<file path="src/rtl/dmem_ctrl_pkg.sv">
`default_nettype none
// ============================================================================
//  Module      : dmem_ctrl_pkg
//  Description : Shared control encodings for the data-memory controller:
//                access-size codes, FSM state encoding, alignment helper.
//  Revision    : 1.0  initial release
// ============================================================================
package dmem_ctrl_pkg;

    // Access size codes as driven on cpu_size; 2'b11 is handled as a word
    localparam logic [1:0] c_sz_byte = 2'b00;
    localparam logic [1:0] c_sz_half = 2'b01;
    localparam logic [1:0] c_sz_word = 2'b10;

    // Controller FSM states
    typedef enum logic [1:0] {
        S_IDLE = 2'd0,
        S_WAIT = 2'd1,
        S_DONE = 2'd2
    } state_t;

    // Natural alignment: halves on even bytes, words on 4-byte boundaries
    function automatic logic is_aligned(input logic [1:0] size, input logic [1:0] addr_lo);
        logic ok;
        case (size)
            c_sz_byte: ok = 1'b1;
            c_sz_half: ok = ~addr_lo[0];
            default:   ok = (addr_lo == 2'b00);
        endcase
        return ok;
    endfunction

endpackage : dmem_ctrl_pkg
`default_nettype wire

</file>
<file path="src/rtl/ldst_align.sv">
`default_nettype none
// ============================================================================
//  Module      : ldst_align
//  Description : Byte-lane steering for loads and stores. Builds byte
//                enables and lane-replicated store data, and selects plus
//                sign/zero-extends the addressed lane of a loaded word.
//  Revision    : 1.0  initial release
// ============================================================================
module ldst_align
    import dmem_ctrl_pkg::*;
(
    input  logic [1:0]  i_st_size,
    input  logic [1:0]  i_st_addr_lo,
    input  logic [31:0] i_st_wdata,
    output logic [3:0]  o_st_be,
    output logic [31:0] o_st_wdata,
    input  logic [1:0]  i_ld_size,
    input  logic [1:0]  i_ld_addr_lo,
    input  logic        i_ld_unsigned,
    input  logic [31:0] i_ld_word,
    output logic [31:0] o_ld_data
);

    logic [7:0]  w_ld_byte;
    logic [15:0] w_ld_half;

    // Store side: enables for the addressed lanes, data copied into every lane
    always_comb begin
        o_st_be    = 4'b1111;
        o_st_wdata = i_st_wdata;
        case (i_st_size)
            c_sz_byte: begin
                o_st_be    = 4'b0001 << i_st_addr_lo;
                o_st_wdata = {4{i_st_wdata[7:0]}};
            end
            c_sz_half: begin
                o_st_be    = i_st_addr_lo[1] ? 4'b1100 : 4'b0011;
                o_st_wdata = {2{i_st_wdata[15:0]}};
            end
            default: ;
        endcase
    end

    // Load side: pick the addressed lane, then extend to 32 bits
    always_comb begin
        w_ld_byte = i_ld_word[7:0];
        case (i_ld_addr_lo)
            2'd1:    w_ld_byte = i_ld_word[15:8];
            2'd2:    w_ld_byte = i_ld_word[23:16];
            2'd3:    w_ld_byte = i_ld_word[31:24];
            default: w_ld_byte = i_ld_word[7:0];
        endcase
        w_ld_half = i_ld_addr_lo[1] ? i_ld_word[31:16] : i_ld_word[15:0];
        case (i_ld_size)
            c_sz_byte: o_ld_data = {{24{~i_ld_unsigned & w_ld_byte[7]}}, w_ld_byte};
            c_sz_half: o_ld_data = {{16{~i_ld_unsigned & w_ld_half[15]}}, w_ld_half};
            default:   o_ld_data = i_ld_word;
        endcase
    end

endmodule : ldst_align
`default_nettype wire

</file>
<file path="src/rtl/dmem_ctrl.sv">
`default_nettype none
// ============================================================================
//  Module      : dmem_ctrl
//  Description : CPU load/store to word-memory bridge. Aligns accesses,
//                stalls the CPU while the memory request is outstanding,
//                reports misalignment and ack timeout through cpu_err.
//  Revision    : 1.0  initial release
// ============================================================================
module dmem_ctrl
    import dmem_ctrl_pkg::*;
#(
    parameter int TIMEOUT = 255
)
(
    input  logic        clk,
    input  logic        reset,
    input  logic        cpu_req,
    input  logic        cpu_we,
    input  logic [31:0] cpu_addr,
    input  logic [31:0] cpu_wdata,
    input  logic [1:0]  cpu_size,
    input  logic        cpu_unsigned,
    output logic [31:0] cpu_rdata,
    output logic        cpu_stall,
    output logic        cpu_err,
    output logic        mem_req,
    output logic        mem_we,
    output logic [31:0] mem_addr,
    output logic [3:0]  mem_be,
    output logic [31:0] mem_wdata,
    input  logic        mem_ack,
    input  logic [31:0] mem_rdata
);

    // Counter only needs to reach TIMEOUT-1: the last WAIT cycle is decided on that value
    localparam int                 c_cnt_w    = (TIMEOUT > 1) ? $clog2(TIMEOUT) : 1;
    localparam logic [c_cnt_w-1:0] c_cnt_last = c_cnt_w'(TIMEOUT - 1);
    localparam logic [c_cnt_w-1:0] c_cnt_one  = c_cnt_w'(1);

    state_t               r_state;
    state_t               w_state_nxt;
    logic                 w_aligned;
    logic [c_cnt_w-1:0]   r_wait_cnt;
    logic [31:0]          r_mem_addr;
    logic                 r_mem_we;
    logic [3:0]           r_mem_be;
    logic [31:0]          r_mem_wdata;
    logic [1:0]           r_size;
    logic                 r_unsigned;
    logic [1:0]           r_addr_lo;
    logic [31:0]          r_rdata;
    logic                 r_err;
    logic [3:0]           w_st_be;
    logic [31:0]          w_st_wdata;
    logic [31:0]          w_ld_data;

    ldst_align u_ldst_align (
        .i_st_size     (cpu_size),
        .i_st_addr_lo  (cpu_addr[1:0]),
        .i_st_wdata    (cpu_wdata),
        .o_st_be       (w_st_be),
        .o_st_wdata    (w_st_wdata),
        .i_ld_size     (r_size),
        .i_ld_addr_lo  (r_addr_lo),
        .i_ld_unsigned (r_unsigned),
        .i_ld_word     (mem_rdata),
        .o_ld_data     (w_ld_data)
    );

    // FSM state register
    always_ff @(posedge clk or negedge reset) begin
        if (!reset) r_state <= S_IDLE;
        else        r_state <= w_state_nxt;
    end

    // Next-state logic; a misaligned request skips WAIT and reports at once
    always_comb begin
        w_state_nxt = r_state;
        w_aligned   = is_aligned(cpu_size, cpu_addr[1:0]);
        case (r_state)
            S_IDLE:  if (cpu_req) w_state_nxt = w_aligned ? S_WAIT : S_DONE;
            S_WAIT:  if (mem_ack || (r_wait_cnt == c_cnt_last)) w_state_nxt = S_DONE;
            S_DONE:  w_state_nxt = S_IDLE;
            default: w_state_nxt = S_IDLE;
        endcase
    end

    // Request capture, wait counting and response registration
    always_ff @(posedge clk or negedge reset) begin
        if (!reset) begin
            r_wait_cnt  <= '0;
            r_mem_addr  <= '0;
            r_mem_we    <= 1'b0;
            r_mem_be    <= '0;
            r_mem_wdata <= '0;
            r_size      <= '0;
            r_unsigned  <= 1'b0;
            r_addr_lo   <= '0;
            r_rdata     <= '0;
            r_err       <= 1'b0;
        end else begin
            case (r_state)
                S_IDLE: begin
                    if (cpu_req) begin
                        if (w_aligned) begin
                            r_mem_addr  <= {cpu_addr[31:2], 2'b00};
                            r_mem_we    <= cpu_we;
                            r_mem_be    <= w_st_be;
                            r_mem_wdata <= w_st_wdata;
                            r_size      <= cpu_size;
                            r_unsigned  <= cpu_unsigned;
                            r_addr_lo   <= cpu_addr[1:0];
                            r_wait_cnt  <= '0;
                        end else begin
                            r_rdata <= '0;
                            r_err   <= 1'b1;
                        end
                    end
                end
                S_WAIT: begin
                    if (mem_ack) begin
                        r_rdata <= r_mem_we ? 32'd0 : w_ld_data;
                        r_err   <= 1'b0;
                    end else if (r_wait_cnt == c_cnt_last) begin
                        r_rdata <= '0;
                        r_err   <= 1'b1;
                    end else begin
                        r_wait_cnt <= r_wait_cnt + c_cnt_one;
                    end
                end
                default: ;
            endcase
        end
    end

    // Response is visible only during the single DONE cycle
    assign cpu_rdata = (r_state == S_DONE) ? r_rdata : 32'd0;
    assign cpu_err   = (r_state == S_DONE) & r_err;
    assign cpu_stall = ((r_state == S_IDLE) & cpu_req) | (r_state == S_WAIT);

    assign mem_req   = (r_state == S_WAIT);
    assign mem_we    = r_mem_we;
    assign mem_addr  = r_mem_addr;
    assign mem_be    = r_mem_be;
    assign mem_wdata = r_mem_wdata;

endmodule : dmem_ctrl
`default_nettype wire

</file>
<file path="config.mk">
export PLATFORM = sky130hd
export DESIGN_NAME = dmem_ctrl
export DESIGN_NICKNAME = d
export VERILOG_FILES = /design/src/rtl/dmem_ctrl_pkg.sv /design/src/rtl/ldst_align.sv /design/src/rtl/dmem_ctrl.sv
export SDC_FILE = /design/constraint.sdc
export NUM_CORES = 1
export LEC_CHECK = 0
export BUFFER_PORTS_ARGS = -buffer_cell sky130_fd_sc_hd__buf_2
export CELL_PAD_IN_SITES_DETAIL_PLACEMENT = 1
export CELL_PAD_IN_SITES_GLOBAL_PLACEMENT = 2
export CORE_MARGIN = 1
export CORE_UTILIZATION = 23
export CTS_BUF_LIST = sky130_fd_sc_hd__clkbuf_8
export CTS_CLUSTER_SIZE = 28
export DETAILED_ROUTE_END_ITERATION = 8
export PLACE_DENSITY = 0.72
export SETUP_SLACK_MARGIN = 0.02
export SYNTH_ARGS = -nofsm -noshare
export SYNTH_HDL_FRONTEND = slang
export SYNTH_SLANG_ARGS = --single-unit
</file>
<file path="constraint.sdc">
create_clock -name clk -period 4.3 [get_ports clk]
set_input_delay 0 -clock clk [delete_from_list [all_inputs] [get_ports clk]]
set_output_delay 0 -clock clk [all_outputs]
set_load 0.03 [all_outputs]
</file>
== Word level (Yosys, flattened, before mapping) ==
Cells that the tools add are included.
Word-level totals
  register bits after elaboration: 115
  latch bits: 0
  RAM bits: 0
  memory bits (read-only): 0
  bits of input ports: 104
  output and inout port bits: 104
  logic and storage cells: 73
  memories kept: 0
Cells by class
  add/subtract/negate cells: 1
  multiply operators: 0
  div/mod/pow operators: 0
  order comparisons: 0
  equal/unequal tests: 15
  shifts and indexed selects: 1
  multiplexer cells: 28
  bitwise gates (word level): 7
  reduce and logical (&&, ||, !) cells: 10
Operators with widths (number)
  32-bit 2-to-1 mux: 6
  32-bit one-hot mux with 2 select lines: 3
  8-bit 2-to-1 mux: 4
  8-bit one-hot mux with 3 select lines: 1
  16-bit 2-to-1 mux: 1
  8-bit one-hot mux with 2 select lines: 1
  2-bit inequality test (second input constant): 5
  8-bit by 1-bit adder with 8-bit output (second input constant): 1
  2-bit by 1-bit == test with 1-bit output (second input constant): 4
  8-bit == test (second input constant): 1
  2-bit zero test: 4
  4-bit one-hot mux with 2 select lines: 1
  2-bit == test (second input constant): 3
  2-bit 2-to-1 mux: 3
  5-bit AND reduction: 1
  1-bit bitwise AND: 4
  1-bit 2-to-1 mux: 4
  4-bit 2-to-1 mux: 1
  1-bit one-hot mux with 2 select lines: 2
  2-bit one-hot mux with 2 select lines: 1
  4-bit AND reduction: 1
  1-bit by 2-bit << shifter with 4-bit output (first input constant): 1
  3-bit by 1-bit inequality test with 1-bit output (second input constant): 1
  3-bit AND reduction: 1
  6 further kinds: 7

== Longest topological paths before layout ==
Gate-level depths: netlist of run 1.
  depth after elaboration: 7
  depth in mapped cells: 8
  mapped depth without buffers: 7

== Modules after synthesis ==
A second synthesis of run 1 with hierarchy kept.
Unflattened totals
  cells, all modules: 673
  area total of the unflattened synthesis: 6095.8 µm²
By module, submodules not included
  dmem_ctrl: instances 1, cells each 480, area an instance 4663.2 µm², sequential area each 2877.8 µm²
  ldst_align: instances 1, cells each 193, area an instance 1432.6 µm², sequential area each 0.0 µm²

== Least setup slack after synthesis of run 1 ==
Ideal clock, no wire load.
  path type: register to register
  start point: register r_state[1]
  end point: register r_rdata[28]
  library setup time: 0.126 ns
  arrival: 1.801 ns
  required time: 4.174 ns
  slack: 2.373 ns
  cell stages (with the launch flop): 6
  buffers on the path: 1
  clock period less this slack: 1.927 ns
  cells stage by stage: dfrtp_1 > nor2b_1 > o21bai_1 > nand3_2 > buf_2 > a221o_1
On the way
  word-level cells in the longest chain between the ends: 3
  elaborated cells on any way between the ends: 8
  classes of those cells: eq/ne: 4; mux: 1; reduce/logical: 3
RTL lines
  start: declaration: RTL line dmem_ctrl.sv:40  | state_t r_state;
  start signal: assignment: RTL line dmem_ctrl.sv:73  | else r_state <= w_state_nxt;
  2-bit by 1-bit == test with 1-bit output *
  via mem_req: RTL line dmem_ctrl.sv:26  | output logic mem_req,
  3-bit by 1-bit inequality test with 1-bit output (no line) / 2-bit nonzero test (equally long branches)
  4-bit AND reduction (no line)
  end signal: assignment: RTL line dmem_ctrl.sv:122  | r_rdata <= r_mem_we ? 32'd0 : w_ld_data;
  end: declaration: RTL line dmem_ctrl.sv:51  | logic [31:0] r_rdata;
Mark *: on every way through the listed nets, which the timed path passes. The rest lies on a longest branch.
A chain may end at the register's enable or synchronous reset.

== Worst setup path in the final report of run 1 ==
  start point: register r_wait_cnt[0]
  end point: register r_rdata[18]
On the way
  word-level cells in the longest chain between the ends: 3
RTL lines
  start: declaration: RTL line dmem_ctrl.sv:43  | logic [c_cnt_w-1:0] r_wait_cnt;
  start signal: assignment: RTL line dmem_ctrl.sv:128  | r_wait_cnt <= r_wait_cnt + c_cnt_one;
  8-bit == test: RTL line dmem_ctrl.sv:124  | end else if (r_wait_cnt == c_cnt_last) begin
  3-bit by 1-bit inequality test with 1-bit output (no line)
  4-bit AND reduction (no line)
No other way between the ends.

==> results of run 1 <==
worst max-delay path, stage by stage (launching register included):
cell	delay [ns]
dfrtp_1	0.42
inv_1	0.07
ha_1	0.17
nand3_1	0.16
o21ai_4	0.29
nand3_2	0.63
a221o_1	0.57
routing by layer:
metal,GRT usage,part of all wire
met1,0.1918,0.44
met2,0.2586,0.48
met3,0.05225,0.070
met4,0.04192,0.0073
met5,0,0
area by class of cell:
cell class,instances,area share
Tap cell,319,0.04777
Multi-Input combinational cell,324,0.2995
Inverter,14,0.006289
Clock buffer,18,0.02965
Clock inverter,14,0.01572
Timing Repair Buffer,318,0.2567
Sequential cell,115,0.3444
flip-flops by register name (all words and copies together) (netlist names):
signal,flops
mem_addr,30
mem_be,4
mem_wdata,32
mem_we,1
r_addr_lo,2
r_err,1
r_rdata,32
r_size,2
r_state,2
r_unsigned,1
r_wait_cnt,8
cell usage after synthesis, types with 11 or more instances:
cell type,n,share of area
mux2i_1,25,0.044
nand2_1,33,0.022
inv_1,13,0.0086
a21oi_1,14,0.012
o21ai_0,25,0.022
a221o_1,25,0.044
clkbuf_1,19,0.013
buf_2,11,0.0097
nor2_1,26,0.017
mux2_2,44,0.088
and2_1,34,0.038
o22ai_1,15,0.017
dfrtp_1,115,0.51
power by group:
| group | leakage, nW | internal, mW | total (mW) | switching [mW] |
|---|---|---|---|---|
| Sequential | 1.44 | 1.50 | 1.79 | 0.291 |
| Clock | 0.170 | 0.475 | 0.985 | 0.510 |
| Combinational | 2.34 | 0.799 | 2.09 | 1.29 |
| Total | 3.95 | 2.78 | 4.87 | 2.09 |
worst max-delay path by stage:
stage,start,depth (start not counted),endpoint,slack [ns]
floorplan,r_state[1],5,r_rdata[28],2.37
finish,r_wait_cnt[0],6,r_rdata[18],1.86
CTS,r_wait_cnt[0],6,r_rdata[28],1.85
global route,r_wait_cnt[0],6,r_rdata[18],1.70
detailed placement,r_wait_cnt[0],6,r_rdata[30],1.86
global placement,r_wait_cnt[0],6,r_rdata[20],1.88
cell families (layout without fill, tap and decap cells):
| logic type | after synthesis | after routing | synth area share |
|---|---|---|---|
| buffers and inverters | 54 | 364 | 0.04894 |
| flip-flops | 115 | 115 | 0.5093 |
| adder cells (fa/ha/maj) | 2 | 2 | 0.004428 |
| XOR/XNOR | 3 | 3 | 0.004651 |
| AND/OR/NAND/NOR | 118 | 118 | 0.1076 |
| multiplexers | 77 | 77 | 0.1639 |
| AO/OA/AOI/OAI | 122 | 122 | 0.1605 |
| other | 1 | 2 | 0.0006637 |
per-stage QoR:
stage	worst slack (ns)	utilization	area [µm²]	power (mW)	std cells
finish	1.863	0.3518	8356	4.869	1122
global route	1.699	0.3518	8356	5.180	1122
CTS	1.846	0.3518	8356	4.929	1122
detailed placement	1.856	0.2907	6905	3.834	983
global placement	1.885	0.2907	6905	3.795	983
floorplan	2.373	-	5654	3.194	493
==> reports/metrics.cfg, run 1 <==
[worst_hold_path]
worstHoldPathCells = 3
min_path_type = input pin to register
hold_start = mem_rdata[10]
holdPathEnd = r_rdata[10]

[die]
die_area_mm2 = 0.02520
io_pins = 208
initial_core_util = 0.2379
core-area_mm2 = 0.02375
die_width_um = 158.7
die_h_um = 158.7
rows = 56

[global_route]
overflow = 0
grt_max_degree = 75
grt_usage = 0.1559
grt_pass1_wl_um = 31060
grt_pass1_vias = 5522
antenna_found_initial = 0

[final_layout]
drive_above_1_share = 0.3773
nNetsFinal = 896
areaGrowthSynthToFinish_pct = 47.87
multi_input_area_mm2 = 0.002502
layout_commonest_cell = buf_2
layout_common_cells = buf_2, dfrtp_1, dlygate4sd3_1, mux2_2, and2_1
nFillCells = 2706
register_area_mm2 = 0.002878
n_antenna_cell = 0

[power_and_ir_drop]
ir_drop_uv = 280.2
p_per_area_mw_per_mm2 = 582.7
total_leakage_power_nw = 3.952

[route]
wirelength_um = 19030
num_vias = 5066
drt-initial-drc-count = 215
wl_per_cell_um = 16.96
ant_nets = 0
drc = 0
first_pass_iters = 4
viasPerCell = 4.515

[setup_path]
ff2ff_path_depth = 6
r2r-start = r_wait_cnt[0]
cp-start-kind = register
r2r_slack_ns = 1.86
cp.required_ns = 4.62
cp_max_fo = 33
r2r_end = r_rdata[18]
crit_arrival_ns = 2.75
worstSetupPathType = register to register
endpoint_kind = register

[clock_tree]
clkTransAtPathRegs_ns = 0.08
cts_setup_buffers = 0
cts_buffers = 17
post_cts_resized = 0
ctsHoldBuffers = 107
cts.path.max_buffers = 2
cts_root_buf = clkbuf_8
htree_num_levels = 4
cts_tree = done
cts.sinks = 115
worstSkewPairLatency_ns = 0.43

[sta]
slew_violations = 0
fmax_mhz = 410.3
slew_headroom = 0.2794
rsz0062_at_grt = no
worst_pin_slew_ns = 1.077
holdWs_ns = 0.05010
finalCritPeriodShare = 0.5668
final_hold_viol_count = 0
setup_viol = 0
period_minus_slack_ns = 2.437
fin_tns_setup_ns = 0
clock_skew_ns = 0.01550

[logic_synthesis]
yosysSeqAreaShare = 0.5093
synthCells = 492
ys_ff_latch = 115
yosysWarnings = 0
ys.flop_type = dfrtp_1
ys_async_sr_fraction = 1.000
synth-edff-count = 0
netlist_area_mm2 = 0.005650
synth_cell_types = 50
avgSynthCellArea_um2 = 11.48

[place]
dp_hpwl_um = 12840
place.gp.congestion = 0.7899
io_buffer_count = 205

[run]
maxCapViolations = 0

[status]
status = finished clean

Note: power is estimated with default switching activity, not from simulation.
==> inputs of run 2 (changes only) <==
==> constraint.sdc (replaced) <==
create_clock -name clk -period 2.39 [get_ports clk]
set_input_delay 0 -clock clk [delete_from_list [all_inputs] [get_ports clk]]
set_output_delay 0 -clock clk [all_outputs]
set_load 0.03 [all_outputs]
==> reports/metrics.cfg, run 2 (synthesis gave the netlist of run 1 again) <==
[clock_tree]
post_cts_resized = 0  ; unchanged
htree_num_levels = 4  ; unchanged
cts_buffers = 17  ; unchanged
worstSkewPairLatency_ns = 0.44  ; about the same
cts_root_buf = clkbuf_8
cts_tree = done
clkTransAtPathRegs_ns = 0.08  ; about the same
cts.path.max_buffers = 2  ; unchanged
cts.sinks = 115  ; unchanged
ctsHoldBuffers = 108  ; +0.93%
cts_setup_buffers = 0  ; unchanged

[setup_path]
ff2ff_path_depth = 5  ; -1
cp-start-kind = register
cpMaxStageDelayCell = dlygate4sd3_1
max_stage_delay_ns = 0.55  ; -0.08 ns
path_cells = or3b_1 > a211o_1 > nand2_1 > o31ai_1 > dlygate4sd3_1
endpoint_kind = register
path_buf_inv = 1  ; unchanged
r2r_end = mem_be[0]
cp_top_family = simple AND/OR/NAND/NOR gates
cp.required_ns = 2.70  ; -1.92 ns
worstSetupPathType = register to register
crit_arrival_ns = 2.44  ; -0.31 ns
r2r_slack_ns = 0.26  ; -1.60 ns
cp_max_fo = 9  ; -73%
r2r-start = r_state[1]

[global_route]
grt_pass1_vias = 5895  ; +6.8%
grt_max_degree = 70  ; -6.7%
grt_usage = 0.1629  ; +0.007042
overflow = 0  ; unchanged
antenna_found_initial = 1  ; +1
grt_pass1_wl_um = 32350  ; +4.2%

[route]
first_pass_iters = 4  ; unchanged
wirelength_um = 19930  ; +4.7%
drt-initial-drc-count = 230  ; +7.0%
viasPerCell = 4.569  ; +1.2%
num_vias = 5181  ; +2.3%
wl_per_cell_um = 17.57  ; +3.6%
ant_nets = 0  ; unchanged
drc = 0  ; unchanged

[die]
initial_core_util = 0.2379  ; unchanged
die_width_um = 158.7  ; unchanged
die_area_mm2 = 0.02520  ; unchanged
die_h_um = 158.7  ; unchanged
rows = 56  ; unchanged
core-area_mm2 = 0.02375  ; unchanged
io_pins = 208  ; unchanged

[final_layout]
register_area_mm2 = 0.002878  ; unchanged
postLayoutCellArea_mm2 = 0.008541  ; +2.2%
multi_input_area_mm2 = 0.002502  ; unchanged
nNetsFinal = 907  ; +1.2%
layout_commonest_cell = buf_2
finalNonFillerCells = 1134  ; +1.1%
drive_above_1_share = 0.3833  ; +0.005957
areaGrowthSynthToFinish_pct = 51.15
nFillCells = 2703  ; -0.11%
layout_common_cells = buf_2, dfrtp_1, dlygate4sd3_1, mux2_2, and2_1
fin_util = 0.3596  ; +0.007796

[place]
place.gp.congestion = 0.8116  ; +2.7%
io_buffer_count = 205  ; unchanged
dp_hpwl_um = 13020  ; +1.4%
dpl_cell_area_mm2 = 0.007018  ; +1.6%
pre_cts_ws_ns = 0.4016  ; -1.454 ns
dp.cells = 993  ; +1.0%

[sta]
finalCritPeriodShare = 0.8903  ; +0.3236
setup_ws_ns = 0.2621  ; -1.601 ns
slew_headroom = 0.4203  ; +0.1409
final_hold_viol_count = 0  ; unchanged
worst_pin_slew_ns = 0.8695  ; -0.2074 ns
clock_skew_ns = 0.01363  ; -0.001873 ns
slew_violations = 0  ; unchanged
fmax_mhz = 469.9  ; +15%
setup_viol = 0  ; unchanged
fin_tns_setup_ns = 0  ; unchanged
period_minus_slack_ns = 2.128  ; -0.3092 ns
rsz0062_at_grt = no
holdWs_ns = 0.03673  ; -0.01336 ns

[power_and_ir_drop]
total_leakage_power_nw = 4.070  ; +3.0%
p_per_area_mw_per_mm2 = 1076  ; +85%
power_mw = 9.194  ; +89%
ir_drop_uv = 533.9  ; +91%

[status]
status = finished clean

[worst_hold_path]
hold_start = mem_rdata[10]
holdPathEnd = r_rdata[10]
worstHoldPathCells = 3  ; unchanged
min_path_type = input pin to register

[run]
maxCapViolations = 0  ; unchanged

run 2: changes by cell type in the layout (fill, tap and decap cells not counted), sizes merged:
cell	delta
buf	+10
bufinv	+3
clkbuf	-1
clkinvlp	-5
diode	+1
dlygate4sd3	+1
inv	+3
run 2: layout make-up:
| cell class | count | share of cell area |
|---|---|---|
| inverters | 14 | 0.006153 |
| well taps | 319 | 0.04673 |
| multi-input cells | 324 | 0.2930 |
| diodes | 1 | 0.0002930 |
| clock inverters | 15 | 0.02403 |
| repair buffers | 329 | 0.2655 |
| flip-flops and latches | 115 | 0.3369 |
| clock buffers | 17 | 0.02740 |
run 2: worst max path at each step:
| stage | startpoint | to | slack, ns | cells after the start |
|---|---|---|---|---|
| floorplan | r_state[1] | r_rdata[28] | 0.46 | 5 |
| global placement | r_wait_cnt[0] | r_rdata[20] | 0.46 | 7 |
| detailed placement | r_wait_cnt[0] | r_rdata[28] | 0.40 | 7 |
| CTS | r_state[1] | mem_be[0] | 0.23 | 5 |
| global route | r_state[1] | mem_be[0] | 0.14 | 5 |
| finish | r_state[1] | mem_be[0] | 0.26 | 5 |
run 2: power by group:
group          leakage (nW)  total (mW)  switching, mW  internal (mW)
Combinational          2.41        3.97           2.46           1.52
Clock                 0.219        2.05          0.904           1.15
Sequential             1.44        3.17          0.465           2.70
run 2: per-layer routing:
metal	routed length (µm)	share of wire	GRT usage	up-vias
met5	0	0	0	-
met1	8449	0.42	0.1915	2564
met3	1517	0.076	0.06243	26
met4	296	0.015	0.04766	0
li1	-	-	-	2416
met2	9664	0.48	0.2735	175
run 2: worst reg2reg max path, cell delays in order (launching register included):
cell and delay, ns:
dfrtp_1 0.43, or3b_1 0.53, a211o_1 0.36, nand2_1 0.08, o31ai_1 0.06, dlygate4sd3_1 0.55
